===== config.mk =====
export PLATFORM = sky130hd
export DESIGN_NAME = wb_rr_arbiter
export DESIGN_NICKNAME = d
export VERILOG_FILES = /design/src/rtl/wb_rr_arbiter.sv
export SDC_FILE = /design/constraint.sdc
export NUM_CORES = 1
export LEC_CHECK = 0
export BUFFER_PORTS_ARGS = -buffer_cell sky130_fd_sc_hd__buf_2
export CAP_MARGIN = 20
export CORE_AREA = 2 2 148 150
export CTS_CLUSTER_DIAMETER = 120
export DETAILED_ROUTE_END_ITERATION = 10
export DIE_AREA = 0 0 150 152
export PLACE_DENSITY = 0.44
export REMOVE_ABC_BUFFERS = 1
export SYNTH_ARGS = -nofsm -noshare
export SYNTH_HDL_FRONTEND = slang
export SYNTH_SLANG_ARGS = --single-unit

===== constraint.sdc =====
create_clock -name wb_clk_i -period 2.4 [get_ports wb_clk_i]
set_input_delay 0.6 -clock wb_clk_i [delete_from_list [all_inputs] [get_ports wb_clk_i]]
set_output_delay 0.6 -clock wb_clk_i [all_outputs]
set_load 0.01 [all_outputs]

===== src/rtl/wb_rr_arbiter.sv =====
// wb_rr_arbiter: round-robin Wishbone B3 arbiter for three masters onto one slave, with a bus watchdog.
module wb_rr_arbiter #(
    parameter int AW      = 32,
    parameter int DW      = 32,
    parameter int TIMEOUT = 255,
    parameter int CNT_W   = 16
) (
    input  logic                wb_clk_i,
    input  logic                wb_rst_ni,
    input  logic [3*AW-1:0]     m_adr_i,
    input  logic [3*DW-1:0]     m_dat_i,
    input  logic [3*DW/8-1:0]   m_sel_i,
    input  logic [2:0]          m_we_i,
    input  logic [2:0]          m_cyc_i,
    input  logic [2:0]          m_stb_i,
    input  logic [8:0]          m_cti_i,
    input  logic [5:0]          m_bte_i,
    output logic [DW-1:0]       m_dat_o,
    output logic [2:0]          m_ack_o,
    output logic [2:0]          m_err_o,
    output logic [2:0]          m_rty_o,
    output logic [AW-1:0]       s_adr_o,
    output logic [DW-1:0]       s_dat_o,
    output logic [DW/8-1:0]     s_sel_o,
    output logic                s_we_o,
    output logic                s_cyc_o,
    output logic                s_stb_o,
    output logic [2:0]          s_cti_o,
    output logic [1:0]          s_bte_o,
    input  logic [DW-1:0]       s_dat_i,
    input  logic                s_ack_i,
    input  logic                s_err_i,
    input  logic                s_rty_i,
    output logic [2:0]          grant_o,
    output logic                timeout_o
);
    typedef enum logic [1:0] {IDLE, GRANT, ABORT} state_t;
    state_t           r_state, w_state_n;
    logic [1:0]       r_own, r_last, w_own_n, w_last_n, w_o1, w_o2, w_pick;
    logic [CNT_W-1:0] r_wdog, w_wdog_n;
    logic             r_to, w_to_n, w_gnt, w_resp;
    logic [2:0]       w_oh;
    logic [AW-1:0]    w_adr [3];
    logic [DW-1:0]    w_dat [3];
    logic [DW/8-1:0]  w_sel [3];
    logic [2:0]       w_cti [3];
    logic [1:0]       w_bte [3];
    for (genvar i = 0; i < 3; i++) begin : g_unpack
        assign w_adr[i] = m_adr_i[i*AW +: AW];
        assign w_dat[i] = m_dat_i[i*DW +: DW];
        assign w_sel[i] = m_sel_i[i*(DW/8) +: DW/8];
        assign w_cti[i] = m_cti_i[i*3 +: 3];
        assign w_bte[i] = m_bte_i[i*2 +: 2];
    end
    // Rotation order after the last owner: last+1, last+2, then last itself.
    assign w_o1   = r_last == 2'd0 ? 2'd1 : r_last == 2'd1 ? 2'd2 : 2'd0;
    assign w_o2   = r_last == 2'd0 ? 2'd2 : r_last == 2'd1 ? 2'd0 : 2'd1;
    assign w_pick = m_cyc_i[w_o1] ? w_o1 : m_cyc_i[w_o2] ? w_o2 : r_last;
    assign w_gnt  = r_state == GRANT;
    assign w_resp = s_ack_i | s_err_i | s_rty_i;
    assign w_oh   = 3'b001 << r_own;
    always_ff @(posedge wb_clk_i or negedge wb_rst_ni) begin
        if (!wb_rst_ni) begin
            r_state <= IDLE;
            r_own   <= 2'd0;
            r_last  <= 2'd2;
            r_wdog  <= '0;
            r_to    <= 1'b0;
        end else begin
            r_state <= w_state_n;
            r_own   <= w_own_n;
            r_last  <= w_last_n;
            r_wdog  <= w_wdog_n;
            r_to    <= w_to_n;
        end
    end
    always_comb begin
        w_state_n = r_state;
        w_own_n   = r_own;
        w_last_n  = r_last;
        w_wdog_n  = '0;
        w_to_n    = 1'b0;
        if (r_state == IDLE) begin
            if (|m_cyc_i) begin
                w_state_n = GRANT;
                w_own_n   = w_pick;
            end
        end else if (!m_cyc_i[r_own]) begin
            w_state_n = IDLE;
            w_last_n  = r_own;
        end else if (w_gnt && m_stb_i[r_own] && !w_resp) begin
            if (r_wdog == CNT_W'(TIMEOUT - 1)) begin
                w_state_n = ABORT;
                w_to_n    = 1'b1;
            end else begin
                w_wdog_n = r_wdog + 1'b1;
            end
        end
    end
    always_comb begin
        s_cyc_o   = w_gnt & m_cyc_i[r_own];
        s_stb_o   = w_gnt & m_stb_i[r_own];
        s_we_o    = w_gnt & m_we_i[r_own];
        s_adr_o   = w_gnt ? w_adr[r_own] : '0;
        s_dat_o   = w_gnt ? w_dat[r_own] : '0;
        s_sel_o   = w_gnt ? w_sel[r_own] : '0;
        s_cti_o   = w_gnt ? w_cti[r_own] : '0;
        s_bte_o   = w_gnt ? w_bte[r_own] : '0;
        m_dat_o   = s_dat_i;
        m_ack_o   = (w_gnt && s_ack_i) ? w_oh : 3'b000;
        m_err_o   = ((w_gnt && s_err_i) || (r_state == ABORT && r_to)) ? w_oh : 3'b000;
        m_rty_o   = (w_gnt && s_rty_i) ? w_oh : 3'b000;
        grant_o   = w_gnt ? w_oh : 3'b000;
        timeout_o = r_to;
    end
endmodule


==> results.toml <==
[run_status]
status = "complete, but fails checks"
violations = "setup timing"

[clocking]
htree_levels = 1
root_buffer = "clkbuf_16"
path_clk_slew_ns = 0.06
cts_tree = "yes"
cts.path.max_buffers = 2
cts_buffers = 3
holdBufCountCts = 0
clk_latency_ns = 0.26
cts.sinks = 23

[sta]
hold_viol = 0
rsz0062_at_grt = "true"
finalCritPeriodShare_pct = 100
worst_slew_pin_slew_ns = 1.07
fmax_ghz = 0.416
finClkSkew_ns = 0.00420
drv_slew = 0
fin_ws_ns = -0.00328
maxSlewHeadroom_pct = 28.8
finalSetupViolCount = 1
finalCriticalPeriod_ns = 2.40

[worst_setup_path]
reg2reg_slack_ns = 0.40
reg2reg_depth = 5
arrival_ns = 1.80
cp_max_fo = 23
start_kind = "flip-flop"
startpoint = "r_own[1]"
rr_endpoint = "r_wdog[2]"
cp.required_ns = 1.80
r2r-start = "r_own[1]"
crit_path_end_kind = "output pin"
path_class = "flip-flop to output pin"
cp-endpoint = "s_sel_o[0]"

[logic_synthesis]
postSynthCellCount = 508
synth_edf_count = 0
synth_cell_types = 42
synth_seq_area_share_pct = 16.2
synth_top_area_cell = "mux2i_1"
yosys-top-cells-count = "nor2_1, a21oi_1, mux2i_1"
synth_most_common_cell = "nor2_1"
synth_top_area_share_pct = 21.3
synthTopCellsByArea = "mux2i_1, nor2_1, dfrtp_1"
synth_flop_cell = "dfrtp_1"
synthArstFlopShare_pct = 100
synth_seq_cells = 23
synth_area_um2 = 3560
synth.avg_cell_area_um2 = 7.02
yosysWarnings = 0

[global_route]
grt.overflow.total = 0
grt_max_degree = 59
grt_pass1_wl_mm = 33.3
first_global_vias = 4578
antenna_found_initial = 1
grtUsageTotal_pct = 20.3

[routing]
drc_errors = 0
ant_nets = 0
m1WireLength_mm = 9.17
dr.pass1.iters = 5
wirelength_mm = 25.1
dr.max_layer_used = "met5"
drtIter0Drc = 163
wl_per_cell_um = 23.6
wl_met3_mm = 3.99
num_vias = 4724
avgViaCountPerCell = 4.44
wl_met2_mm = 11.5

[die]
rows = 54
start_util_pct = 16.7
dieWidth_um = 150
dieHeight_um = 152
coreArea_um2 = 21400
dieArea_um2 = 22800
io_pins = 386

[power]
power.leakage_uw = 0.00298
irDropWorstVdd_mv = 0.496
p_total_uw = 6270
p_per_area_nw_per_um2 = 1100

[placement]
portBuffers = 321
dp.cells = 1051
place_area_um2 = 5270
hpwlAfterDp_mm = 20.6
routabilityCongestion = 0.833

[layout]
synthToLayoutAreaGrowth_pct = 60.0
drive_gt1_share_pct = 50.9
fin_nets = 1052
design_area_um2 = 5700
n_antenna_cell = 0
final_cells = 1064
n_fill_cell = 2438

[min_path]
hp-class = "input port to asynchronous set/reset pin"

[run]
maxCapViolCount = 0
final cells by class:
type / instances / area (µm²) / share of cell area, %
multi-input combinational: 407 / 2660 / 46.6
clock buffer: 4 / 78.8 / 1.38
inverter: 3 / 11.3 / 0.197
tap: 280 / 350 / 6.14
sequential: 23 / 584 / 10.2
timing repair buffer: 347 / 2020 / 35.4
sequential cells by signal (all words and copies together), names as in the netlist:
name       cells
r_last         2
r_own          2
timeout_o      1
r_state        2
r_wdog        16
per-stage QoR:
| stage | setup TNS (ns) | setup slack [ns] | util (%) | hold slack, ns |
|---|---|---|---|---|
| detailed placement | 0 | 0.101 | 24.7 | 0.521 |
| global placement | 0 | 0.106 | 24.7 | 0.516 |
| CTS | -0.208 | -0.0419 | 25.7 | 0.355 |
| finish | -0.00328 | -0.00328 | 26.7 | 0.334 |
| global route | -0.237 | -0.0552 | 26.7 | 0.381 |
| floorplan | -369.94 | -3.79 | - | 0.304 |
placed cells by master, fill, tap and decap left out, drive strengths merged:
cell type and n:
buf 344, nor2 156, a21oi 80, mux2i 76
dfrtp 22, nor4 16, xor2 10, nand4 7
clkbuf 7, and3 6, nor3 5, and4 5
nand2 5, nand2b 5, nand3 5, and2 4
xnor2 4, nor2b 4, inv 3, nor4b 2
mux2 2, ha 2, o21ai 2, and3b 1
nor4bb 1, a211o 1, o2bb2ai 1, or3 1
a2bb2oi 1, o31a 1, a31o 1, o31ai 1
nand3b 1, a22o 1, dfstp 1
power breakdown:
group | total, µW | internal [µW] | leakage (µW) | switching [µW]
logic | 5360 | 2230 | 0.00264 | 3130
registers | 546 | 452 | 0.000306 | 94.2
clock network | 370 | 227 | 0.0000382 | 143
total | 6270 | 2910 | 0.00298 | 3360
logic make-up after synthesis:
kind of cell               count (synthesis)  synth area share [%]
AOI/OAI and AO/OA                         89                  13.9
DFF                                       23                  16.2
and+or+nand+nor                          224                  30.5
xor gates and xnor gates                  14                  3.44
adders and majority gates                  2                 0.702
buffers and inverters                     78                  13.3
muxes                                     78                  22.0
how the worst min path moves through the flow:
stage                   start        end  cells after the start
global placement    r_wdog[0]  r_wdog[0]                      1
finish              wb_rst_ni  r_wdog[4]                      1
CTS                 wb_rst_ni  r_wdog[2]                      1
floorplan           wb_rst_ni  r_last[0]                      0
detailed placement  r_wdog[0]  r_wdog[0]                      1
global route        wb_rst_ni  r_wdog[4]                      1
worst max-delay path, cell delays in order (launching register included):
cell and delay, ns:
dfrtp_4 0.52, buf_12 0.24, mux2i_1 0.21, nor2_1 0.07
a21oi_2 0.26, nor2_2 0.08, buf_2 0.16
routing by layer:
layer / vias up / track usage (%)
met5: - / 0.435
met3: 10 / 13.9
li1: 2272 / -
met2: 258 / 33.1
met1: 2182 / 22.0
met4: 2 / 3.41
repair_timing:
action | in CTS | in global routing
gates resized for setup | 12 | 34
cloned | 2 | 2
pin swaps | 0 | 1
setup buffers | 2 | 3
endpoints found under the setup margin | 12 | 59
(Power assumes the default switching activity.)
